===== src/rtl/data_mem_dumper_pkg.sv =====
// data_mem_dumper_pkg: shared data-memory widths and dumper state encoding.
package data_mem_dumper_pkg;
  localparam int BIP_ADDR_W = 11;
  localparam int BIP_DATA_W = 16;
  typedef enum logic [2:0] {
    IDLE, READ, CAPT, SEND_HI, WAIT_HI, SEND_LO, WAIT_LO, NEXT
  } dump_state_t;
endpackage


===== src/rtl/data_mem_dumper.sv =====
// data_mem_dumper: streams data memory words 0..LAST_ADDR to a UART as high/low bytes.
module data_mem_dumper
  import data_mem_dumper_pkg::*;
#(
  parameter int ADDR_W = BIP_ADDR_W,
  parameter int DATA_W = BIP_DATA_W
) (
  input  logic              CLK,
  input  logic              RESET,
  input  logic              START,
  input  logic [ADDR_W-1:0] LAST_ADDR,
  output logic              MEM_RD,
  output logic              MEM_WR,
  output logic [ADDR_W-1:0] MEM_ADDR,
  input  logic [DATA_W-1:0] MEM_DATA,
  output logic              TX_START,
  output logic [7:0]        TX_DATA,
  input  logic              TX_DONE,
  output logic              BUSY,
  output logic              DONE
);
  dump_state_t       state;
  logic [ADDR_W-1:0] cnt;
  logic [ADDR_W-1:0] last;
  logic [15:0]       word;
  assign MEM_WR = 1'b0;
  // Outputs are registered alongside the state so they are valid in the state they belong to.
  always_ff @(posedge CLK) begin
    if (RESET) begin
      state    <= IDLE;
      cnt      <= '0;
      last     <= '0;
      word     <= '0;
      MEM_RD   <= 1'b0;
      MEM_ADDR <= '0;
      TX_START <= 1'b0;
      TX_DATA  <= '0;
      BUSY     <= 1'b0;
      DONE     <= 1'b0;
    end else begin
      DONE <= 1'b0;
      case (state)
        IDLE: if (START) begin
          last     <= LAST_ADDR;
          cnt      <= '0;
          MEM_RD   <= 1'b1;
          MEM_ADDR <= '0;
          BUSY     <= 1'b1;
          state    <= READ;
        end
        READ: begin
          MEM_RD <= 1'b0;
          state  <= CAPT;
        end
        CAPT: begin
          word     <= MEM_DATA[15:0];
          TX_START <= 1'b1;
          TX_DATA  <= MEM_DATA[15:8];
          state    <= SEND_HI;
        end
        SEND_HI: begin
          TX_START <= 1'b0;
          state    <= WAIT_HI;
        end
        WAIT_HI: if (TX_DONE) begin
          TX_START <= 1'b1;
          TX_DATA  <= word[7:0];
          state    <= SEND_LO;
        end
        SEND_LO: begin
          TX_START <= 1'b0;
          state    <= WAIT_LO;
        end
        WAIT_LO: if (TX_DONE) state <= NEXT;
        NEXT: if (cnt == last) begin
          DONE  <= 1'b1;
          BUSY  <= 1'b0;
          state <= IDLE;
        end else begin
          cnt      <= cnt + 1'b1;
          MEM_RD   <= 1'b1;
          MEM_ADDR <= cnt + 1'b1;
          state    <= READ;
        end
        default: state <= IDLE;
      endcase
    end
  end
endmodule


===== config.mk =====
export PLATFORM = sky130hd
export DESIGN_NAME = data_mem_dumper
export DESIGN_NICKNAME = d
export VERILOG_FILES = /design/src/rtl/data_mem_dumper_pkg.sv /design/src/rtl/data_mem_dumper.sv
export SDC_FILE = /design/constraint.sdc
export NUM_CORES = 1
export LEC_CHECK = 0
export BUFFER_PORTS_ARGS = -buffer_cell sky130_fd_sc_hd__buf_2
export CAP_MARGIN = 20
export CORE_MARGIN = 2
export CORE_UTILIZATION = 55
export CTS_CLUSTER_SIZE = 40
export DETAILED_ROUTE_END_ITERATION = 6
export GPL_TIMING_DRIVEN = 0
export PLACE_DENSITY_LB_ADDON = 0.2
export SLEW_MARGIN = 20
export SYNTH_ARGS = -nofsm -noshare
export SYNTH_HDL_FRONTEND = slang
export SYNTH_SLANG_ARGS = --single-unit

===== constraint.sdc =====
create_clock -name CLK -period 3.88 [get_ports CLK]
set_clock_uncertainty 0.2 [all_clocks]
set_input_delay 0.194 -clock CLK [delete_from_list [all_inputs] [get_ports CLK]]
set_output_delay 0.194 -clock CLK [all_outputs]
set_load 0.01 [all_outputs]

==> results of run 1 <==
[power by group through the flow]
stage / clock [W] / combinational [W] / sequential (W)
after floorplan: 0 / 0.000143 / 0.000534
after global routing: 0.000243 / 0.000269 / 0.000524
final: 0.000226 / 0.000246 / 0.000519
after detailed placement: 0 / 0.000216 / 0.000529
after CTS: 0.000218 / 0.000238 / 0.000518
after global placement: 0 / 0.000211 / 0.000528
[final timing paths]
check | startpoint | endpoint | slack (ns) | depth (start not counted)
hold reg to reg | last[6]$_SDFFE_PP0P_ | last[6]$_SDFFE_PP0P_ | 0.27 | 2
setup / recovery | state[1]$_SDFFE_PP0P_ | last[5]$_SDFFE_PP0P_ | 1.80 | 6
hold / removal | START | state[0]$_SDFFE_PP0P_ | 0.01 | 3
setup reg to reg | state[1]$_SDFFE_PP0P_ | last[5]$_SDFFE_PP0P_ | 1.80 | 6
[through the flow]
stage | hold WS [ns] | instances | power [W] | utilization [%]
6_report | 0.0121 | 367 | 0.000991 | 77.7
5_1_grt | 0.0410 | 367 | 0.00104 | 77.7
4_1_cts | 0.0223 | 367 | 0.000974 | 77.7
3_5_place_dp | 0.238 | 332 | 0.000745 | 68.3
3_3_place_gp | 0.229 | 332 | 0.000739 | 68.3
2_1_floorplan | 0.130 | 233 | 0.000677 | -
[layout make-up]
| cell class | count | area [um^2] | area share, % |
|---|---|---|---|
| Timing Repair Buffer | 80 | 536 | 20.2 |
| Clock buffer | 6 | 41.3 | 1.56 |
| Sequential cell | 45 | 901 | 33.9 |
| Tap cell | 46 | 57.6 | 2.17 |
| Multi-Input combinational cell | 169 | 1020 | 38.3 |
| Inverter | 3 | 11.3 | 0.424 |
| Buffer | 16 | 81.3 | 3.06 |
| Clock inverter | 2 | 10.0 | 0.377 |
[Yosys cell counts, drive strengths merged]
| cell | number |
|---|---|
| or3 | 5 |
| o31ai | 3 |
| and3 | 4 |
| clkbuf | 7 |
| o31a | 1 |
| nor3 | 3 |
| nor2 | 23 |
| ha | 1 |
| xnor2 | 1 |
| xor2 | 12 |
| o21a | 1 |
| nand2 | 27 |
| a21oi | 25 |
| nand2b | 4 |
| and2 | 1 |
| buf | 9 |
| nor3b | 1 |
| a21o | 2 |
| conb | 1 |
| nand3b | 1 |
| a211oi | 9 |
| and4 | 1 |
| o311ai | 1 |
| a222oi | 1 |
| o211ai | 2 |
| o21ai | 5 |
| mux2i | 16 |
| nand4 | 2 |
| or4 | 3 |
| dfxtp | 45 |
| nor4 | 3 |
| nand3 | 10 |
| inv | 3 |
[metal layers]
metal	global-route usage, %	vias to the layer above	part of all wire, %	wire length, um
met3	4.69	10	5.2	278
met2	47.0	66	49	2620
met4	12.8	0	1.8	96
met1	34.1	1000	44	2340
li1	-	984	-	-
met5	0	-	0	0
[registers in the layout, indices dropped and copies added (netlist names)]
register / count
TX_START: 1
MEM_RD: 1
TX_DATA: 8
cnt: 11
word: 8
BUSY: 1
DONE: 1
last: 11
state: 3
[kinds of logic (layout without fill, tap and decap cells)]
logic type / Yosys count / count (layout) / share of synthesized area, %
xor gates and xnor gates: 13 / 13 / 5.67
other: 1 / 1 / 0.187
and+or+nand+nor: 88 / 88 / 20.9
adders and majority gates: 1 / 1 / 0.623
DFF: 45 / 45 / 44.8
muxes: 16 / 16 / 7.97
buffers and inverters: 19 / 107 / 4.61
AOI/OAI and AO/OA: 50 / 50 / 15.2
[worst register-to-register path: cells and delay by family, from the launching register on]
family | cells | cell delay, ns
AOI/OAI and AO/OA | 1 | 0.18
buffers and inverters | 2 | 0.56
DFF | 1 | 0.32
and+or+nand+nor | 3 | 0.73
[repair_timing]
item,CTS,global route
buffers inserted,0,0
endpoints found under the hold margin,27,0
hold buffers,27,0
==> out/results.ini, run 1 <==
[outcome]
outcome=finished, final reports clean

[die]
initial_core_util_pct=58.8
design.core.area_mm2=0.00342
rows=21
dieWidth_um=64.4
die_area_mm2=0.00415
pin_count=55
die_h_um=64.4

[placed_design]
portBuffers=53
dp_hpwl_um=3250
postPlaceCellArea_mm2=0.00233
gp_congestion=0.835
post-place-ws_ns=1.90

[sta]
worst_pin_slew_ns=0.574
fin_crit_ns=2.08
slew_headroom_pct=61.7
rsz0062_at_grt=false
finalHoldViolCount=0
maxSlewViolCount=0
finalSetupTns_ns=0
fin_ws_ns=1.80
max_freq_ghz=0.480
period_share_pct=53.7
finalSetupViolCount=0

[logic_synthesis]
syn_area_mm2=0.00201
seq_area_frac_synth_pct=44.8
yosysWarningCount=0
avgSynthCellArea_um2=8.62
synth_seq_cells=45
syn_nets=265
synth_top_area_cell=dfxtp_1
syn-instance-count=233
yosys.cell_types.count=37
synth_area_leaders=dfxtp_1 45%, mux2i_1 8.0%, a21oi_1 6.2%
yosys.area.top_type_share_pct=44.8

[layout]
final_layout_size_suffix_gt1_share_pct=21.5
fillers=248
antenna_cells=0
layout.cells.most_common=buf_2
final_cell_area_mm2=0.00265
final_cell_mix=58 x buf_2, 45 x dfxtp_1, 27 x nand2_1, 27 x dlygate4sd3_1, 25 x a21oi_1
nets=352
area_growth_pct=32.1

[global_routing]
grt_start_max_net_pins=14
antenna_found_initial=0
grt_overflow=0
grt_pass1_wl_um=8840
grt.total_usage_pct=27.6
first_global_vias=2008

[setup_path]
cp_num_buf_inv=2
crit_type=flip-flop to flip-flop
path_cells=buf_2, nor2_1, and3_1, clkbuf_1, nand2_1, a21oi_1
path_max_fanout=10
cp_slowest_stage_delay_ns=0.39
worstPathRequired_ns=3.98
crit_path_end_kind=flip-flop
critPathSlowestCell=clkbuf_1
crit_path_start_kind=flip-flop
crit_arrival_ns=2.19
crit_family=simple AND/OR/NAND/NOR gates

[min_path]
hold_path.class=input port to flip-flop

[cts]
cts.clk_slew.worst_paths_ns=0.13
cts.path.max_buffers=2
root_buffer=clkbuf_4
cts_num_sinks=45
cts_inserted_buffers=5
htreeDepth=2
tritoncts=yes
clock_latency_ns=0.39
ctsResizeCount=0

[flow_run]
drv_cap=0

[detailed_routing]
drt_pass1_iterations=4
avgRoutedWirePerCell_um=14.5
ant_nets=0
routed_via_density=5.61
vias=2060
drc=0
initialDrtViolationCount=190
finalWirelength_um=5340

[power]
swShare_pct=31.7
p_int_w=0.000677
p_leak_nw=1.14
p_clk_share_pct=22.8
ir_drop_v=0.000303
p_switching_w=0.000315
power.density_mw_per_mm2=373
seq_power_share_pct=52.4
pwr-share-comb_pct=24.8

Power figures use the tool's default switching activity.
==> run 2: changes to the inputs <==
ABC_AREA = 1   (was default)
CORE_UTILIZATION = 53   (was 55)
clock period = 2 ns   (was 3.88 ns; I/O delays follow)
==> out/results.ini, run 2 <==
[logic_synthesis]
synthArstFlopShare_pct=0  ; unchanged
synthTopCellsByCount=90 x nand2_1, 45 x dfxtp_1, 42 x nor2_1  ; was 45 x dfxtp_1, 27 x nand2_1, 25 x a21oi_1
yosysWarningCount=0  ; unchanged
synth_area_leaders=dfxtp_1 40%, nand2_1 15%, nor2_1 7.0%  ; was dfxtp_1 45%, mux2i_1 8.0%, a21oi_1 6.2%
synth_top_area_cell=dfxtp_1  ; unchanged
yosys.area.top_type_share_pct=40.1  ; was 44.8%
yosys.cell_types.count=30  ; was 37
syn_area_mm2=0.00225  ; was 0.00201 mm^2
synth_edf_count=0  ; unchanged
synthMostInstantiatedCell=nand2_1  ; was dfxtp_1
avgSynthCellArea_um2=6.73  ; was 8.62 um^2
syn-instance-count=334  ; was 233
seq_area_frac_synth_pct=40.1  ; was 44.8%
ys.flop_type=dfxtp_1  ; unchanged
synth_seq_cells=45  ; unchanged
syn_nets=366  ; was 265

[die]
design.core.area_mm2=0.00403  ; was 0.00342 mm^2
die_area_mm2=0.00478  ; was 0.00415 mm^2
die_h_um=69.1  ; was 64.4 um
pin_count=55  ; unchanged
rows=23  ; was 21
initial_core_util_pct=55.8  ; was 58.8%
dieWidth_um=69.1  ; was 64.4 um

[sta]
period_share_pct=95.7  ; was 53.7%
worst_pin_slew_ns=0.519  ; was 0.574 ns
maxSlewViolCount=0  ; unchanged
fin_crit_ns=1.91  ; was 2.08 ns
holdWs_ns=0.0771  ; was 0.0121 ns
finalHoldViolCount=0  ; unchanged
max_freq_ghz=0.522  ; was 0.480 GHz
finalSetupViolCount=0  ; unchanged
slew_headroom_pct=65.4  ; was 61.7%

[power]
ir_drop_v=0.000481  ; was 0.000303 V
power.density_mw_per_mm2=732  ; was 373 mW/mm^2
p_leak_nw=1.40  ; was 1.14 nW
total_power_w=0.00223  ; was 0.000991 W

[placed_design]
gp_congestion=0.844  ; was 0.835
dp_hpwl_um=4020  ; was 3250 um
portBuffers=52  ; was 53

[layout]
antenna_cells=0  ; unchanged
fillers=321  ; was 248
final_layout_size_suffix_gt1_share_pct=20.5  ; was 21.5%
layout.cells.most_common=nand2_1  ; was buf_2
final_util_pct=75.8  ; was 77.7%
nets=460  ; was 352
top_regs=cnt (11), last (11)  ; unchanged
final_cell_mix=89 x nand2_1, 56 x buf_2, 44 x dfxtp_1  ; was 58 x buf_2, 45 x dfxtp_1, 27 x nand2_1, 27 x dlygate4sd3_1, 25 x a21oi_1
area_growth_pct=35.9  ; was 32.1%

[setup_path]
path_cells=nor2_2, inv_2, nor2_2, nand3_1, dlygate4sd3_1, a21oi_1  ; was buf_2, nor2_1, and3_1, clkbuf_1, nand2_1, a21oi_1
crit_top_cell=nor2_2
crit_type=flip-flop to flip-flop  ; unchanged
crit_family=buffers and inverters  ; was simple AND/OR/NAND/NOR gates
path_max_fanout=6  ; was 10
cp_slowest_stage_delay_ns=0.59  ; was 0.39 ns
crit_path_start_kind=flip-flop  ; unchanged
critPathSlowestCell=dlygate4sd3_1  ; was clkbuf_1
crit_arrival_ns=1.95  ; was 2.19 ns
crit_path_end_kind=flip-flop  ; unchanged
worstPathRequired_ns=2.03  ; was 3.98 ns
cp_num_buf_inv=2  ; unchanged

[cts]
cts_num_sinks=45  ; unchanged
cts_inserted_buffers=5  ; unchanged
root_buffer=clkbuf_8  ; was clkbuf_4
clock_latency_ns=0.31  ; was 0.39 ns
cts.path.max_buffers=2  ; unchanged
cts.clk_slew.worst_paths_ns=0.09  ; was 0.13 ns
tritoncts=yes  ; unchanged
htreeDepth=2  ; unchanged

[detailed_routing]
routed_via_density=5.19  ; was 5.61
vias=2488  ; was 2060
ant_nets=0  ; unchanged
finalWirelength_um=6280  ; was 5340 um
avgRoutedWirePerCell_um=13.1  ; was 14.5 um
initialDrtViolationCount=99  ; was 190
drt_pass1_iterations=4  ; unchanged
drc=0  ; unchanged

[global_routing]
first_global_vias=2372  ; was 2008
grt_util_met2_pct=48.2  ; was 47.0%
use_met1_pct=28.5  ; was 34.1%
grt_overflow=0  ; unchanged
grt_start_max_net_pins=15  ; was 14
grt.total_usage_pct=26.2  ; was 27.6%
busiest_layer=met2  ; unchanged
use_met3_pct=4.68  ; was 4.69%
antenna_found_initial=0  ; unchanged
grt_pass1_wl_um=10200  ; was 8840 um

[min_path]
hold_path.class=input port to flip-flop  ; unchanged

[flow_run]
drv_cap=0  ; unchanged

[outcome]
outcome=finished, final reports clean  ; unchanged

==> run 2: changes by cell type in the layout (fill, tap and decap cells not counted), moves of 9 or more <==
cell | previous run | this run
o21ai_0 | 5 | 23
inv_1 | 3 | 31
nor2_1 | 22 | 40
a211oi_1 | 9 | 0
mux2i_1 | 16 | 0
nand2_1 | 27 | 89
nand3_1 | 10 | 30
==> run 2: cell type report <==
cell class | count | area [um^2] | share of cell area, %
plain buffers | 13 | 81.3 | 2.66
inverters | 35 | 138 | 4.51
clock buffers | 6 | 82.6 | 2.70
clock inverters | 2 | 37.5 | 1.23
multi-input cells | 241 | 1150 | 37.5
repair buffers | 87 | 603 | 19.8
flip-flops and latches | 45 | 902 | 29.5
well taps | 50 | 62.6 | 2.05
==> run 2: kinds of logic after synthesis <==
logic type / synth area share (%)
XOR/XNOR: 2.73
adder cells (fa/ha/maj): 0.557
AND/OR/NAND/NOR: 32.1
buffers and inverters: 9.52
other: 0.167
AO/OA/AOI/OAI: 14.9
flip-flops: 40.1
==> run 2: what timing repair did <==
action,in CTS,in global routing
resized for setup,0,8
hold buffers,32,0
setup endpoints to repair,0,24
setup buffers,0,3
hold endpoints to repair,30,0
==> run 2: metal layers <==
layer	wire, um	vias up	share of wire, %
met4	183	0	2.9
met5	0	-	0
met1	2560	1127	41
met3	338	17	5.4
li1	-	1256	-
met2	3210	88	51
==> run 2: metrics by stage <==
step,instances,area (um^2),setup TNS [ns],setup WS (ns)
global placement,436,2570,0,0.0677
detailed placement,436,2570,0,0.0866
CTS,476,3010,0,0.0577
floorplan,334,2250,0,0.302
global route,479,3050,-0.00531,-0.00345
finish,479,3050,0,0.0854
==> run 2: worst min-delay path, cell delays in order <==
cell	delay, ns
buf_2	0.10
inv_1	0.11
nand3_1	0.10
o311ai_0	0.09
a21oi_1	0.05
==> run 2: path summary, 6_finish.rpt <==
kind	startpoint	end	slack [ns]	depth (start not counted)
max	state[0]$_SDFFE_PP0P_	last[2]$_SDFFE_PP0P_	0.09	6
min	TX_DONE	state[0]$_SDFFE_PP0P_	0.08	5
max reg2reg	state[0]$_SDFFE_PP0P_	last[2]$_SDFFE_PP0P_	0.09	6
min reg2reg	last[3]$_SDFFE_PP0P_	last[3]$_SDFFE_PP0P_	0.28	2
==> run 2: report_power, final <==
group	switching [W]	leakage, nW	total [W]	internal, W
clock	0.000333	0.0574	0.000739	0.000407
sequential	0.0000498	0.368	0.00103	0.000976
combinational	0.000270	0.978	0.000470	0.000200
total	0.000652	1.40	0.00223	0.00158
==> run 3: changes to the inputs <==
CORE_ASPECT_RATIO = 0.9   (was default)
==> out/results.ini, run 3 (synthesis results as in run 2) <==
[detailed_routing]
ant_nets=0  ; unchanged
drc=0  ; unchanged
finalWirelength_um=6220  ; was 6280 um
vias=2432  ; was 2488
drt_pass1_iterations=4  ; unchanged
avgRoutedWirePerCell_um=13.2  ; was 13.1 um
routed_via_density=5.15  ; was 5.19
initialDrtViolationCount=194  ; was 99

[placed_design]
portBuffers=52  ; unchanged
dp_hpwl_um=4050  ; was 4020 um
gp_congestion=0.844  ; about the same

[die]
die_h_um=65.8  ; was 69.1 um
rows=22  ; was 23
initial_core_util_pct=55.2  ; was 55.8%
design.core.area_mm2=0.00407  ; was 0.00403 mm^2
dieWidth_um=72.6  ; was 69.1 um
pin_count=55  ; unchanged
die_area_mm2=0.00478  ; about the same

[layout]
layout.cells.most_common=nand2_1  ; unchanged
top_regs=cnt (11), last (11)  ; unchanged
final_cell_mix=89 x nand2_1, 56 x buf_2, 44 x dfxtp_1  ; unchanged
final_layout_size_suffix_gt1_share_pct=19.6  ; was 20.5%
nets=455  ; was 460
antenna_cells=0  ; unchanged
area_growth_pct=33.9  ; was 35.9%

[power]
ir_drop_v=0.000635  ; was 0.000481 V
p_leak_nw=1.39  ; was 1.40 nW
power.density_mw_per_mm2=738  ; was 732 mW/mm^2
p_int_w=0.00158  ; about the same
p_switching_w=0.000638  ; was 0.000652 W
pwr-share-comb_pct=21.0  ; about the same
seq_power_share_pct=46.2  ; was 45.9%
p_clk_share_pct=32.8  ; was 33.1%
total_power_w=0.00222  ; was 0.00223 W
swShare_pct=28.8  ; was 29.2%

[sta]
max_freq_ghz=0.537  ; was 0.522 GHz
fin_crit_ns=1.86  ; was 1.91 ns
rsz0062_at_grt=false
finalSetupTns_ns=0  ; unchanged
maxSlewViolCount=0  ; unchanged
finalSetupViolCount=0  ; unchanged
finalHoldViolCount=0  ; unchanged
period_share_pct=93.1  ; was 95.7%

[global_routing]
first_global_vias=2278  ; was 2372
grt_pass1_wl_um=10200  ; about the same
antenna_found_initial=0  ; unchanged
grt_start_max_net_pins=15  ; unchanged
grt.total_usage_pct=27.6  ; was 26.2%
grt_overflow=0  ; unchanged

[outcome]
outcome=finished, final reports clean  ; unchanged

[min_path]
hp-start=START  ; was TX_DONE
hold_path.class=input port to flip-flop  ; unchanged
hold_depth=3  ; was 5

[setup_path]
reg2reg_depth=7  ; was 6
crit_arrival_ns=1.89  ; was 1.95 ns
worstPathRequired_ns=2.03  ; about the same
r2r-start=cnt[2]$_SDFFE_PP0P_  ; was state[0]$_SDFFE_PP0P_
path_max_fanout=10  ; was 6
r2r_setup_slack_ns=0.14  ; was 0.09 ns
crit_path_start=cnt[2]$_SDFFE_PP0P_  ; was state[0]$_SDFFE_PP0P_
crit_path_start_kind=flip-flop  ; unchanged
crit_path_end_kind=flip-flop  ; unchanged
crit_type=flip-flop to flip-flop  ; unchanged

[cts]
cts_setup_buffers=0  ; unchanged
root_buffer=clkbuf_8  ; unchanged
cts_num_sinks=45  ; unchanged
clock_latency_ns=0.30  ; was 0.31 ns
htreeDepth=2  ; unchanged
cts.clk_slew.worst_paths_ns=0.09  ; about the same
tritoncts=yes  ; unchanged
cts_inserted_buffers=5  ; unchanged
cts.path.max_buffers=2  ; unchanged

[flow_run]
drv_cap=0  ; unchanged

[run 3: changes by cell type in the layout (fill, tap and decap cells not counted), sizes merged]
cell         previous run  this run
clkbuf                 11        10
clkinvlp                2         1
inv                    34        35
buf                    63        60
dlygate4sd3            32        31
[run 3: what timing repair did]
action	in CTS	in global routing
resized for setup	0	5
hold endpoints to repair	29	0
endpoints found under the setup margin	0	28
hold buffers	31	0
[run 3: power groups by stage]
| stage | combinational [W] | clock (W) | sequential, W |
|---|---|---|---|
| after global routing | 0.000524 | 0.000768 | 0.00103 |
| final | 0.000466 | 0.000728 | 0.00103 |
| after global placement | 0.000396 | 0 | 0.00104 |
| after floorplan | 0.000266 | 0 | 0.00105 |
| after detailed placement | 0.000403 | 0 | 0.00104 |
| after CTS | 0.000453 | 0.000735 | 0.00102 |
[run 3: through the flow]
step                      cell area, um^2  hold slack (ns)  utilization [%]  instances  setup slack, ns
after floorplan                      2250           0.0349                -        334            0.302
after global placement               2570            0.122             63.0        434           0.0832
after detailed placement             2570            0.130             63.0        434           0.0636
after CTS                            3000           0.0274             73.6        473           0.0354
after global routing                 3010           0.0759             73.9        472         0.000747
final                                3010           0.0252             73.9        472            0.138
[run 3: path summary, 6_finish.rpt]
path,to
worst max-delay path,cnt[8]$_SDFFE_PP0P_
worst min-delay path,state[0]$_SDFFE_PP0P_
worst max register to register,cnt[8]$_SDFFE_PP0P_
worst min register to register,last[4]$_SDFFE_PP0P_
[run 3: layer usage]
metal | track usage (%) | vias up | routed length (um)
met5 | 0 | - | 0
met4 | 10.6 | 0 | 104
li1 | - | 1250 | -
met1 | 35.8 | 1082 | 2820
met2 | 45.1 | 87 | 2910
met3 | 5.64 | 13 | 389
[run 3: worst max-delay path: stages, from the launching register on]
cell and delay [ns]:
dfxtp_1 0.46, xnor2_1 0.23, nand2_1 0.10, nor2_1 0.11, nand3_1 0.19, nand2_2 0.25, nand3_1 0.11, a21oi_1 0.14
[run 3: layout make-up]
class                   count  area, um^2
clock buffers               6        82.6
flip-flops and latches     45         902
inverters                  35         134
plain buffers              12        76.3
repair buffers             83         571
well taps                  48        60.1
fillers                   338        1060
multi-input cells         241        1150
clock inverters             2        37.5
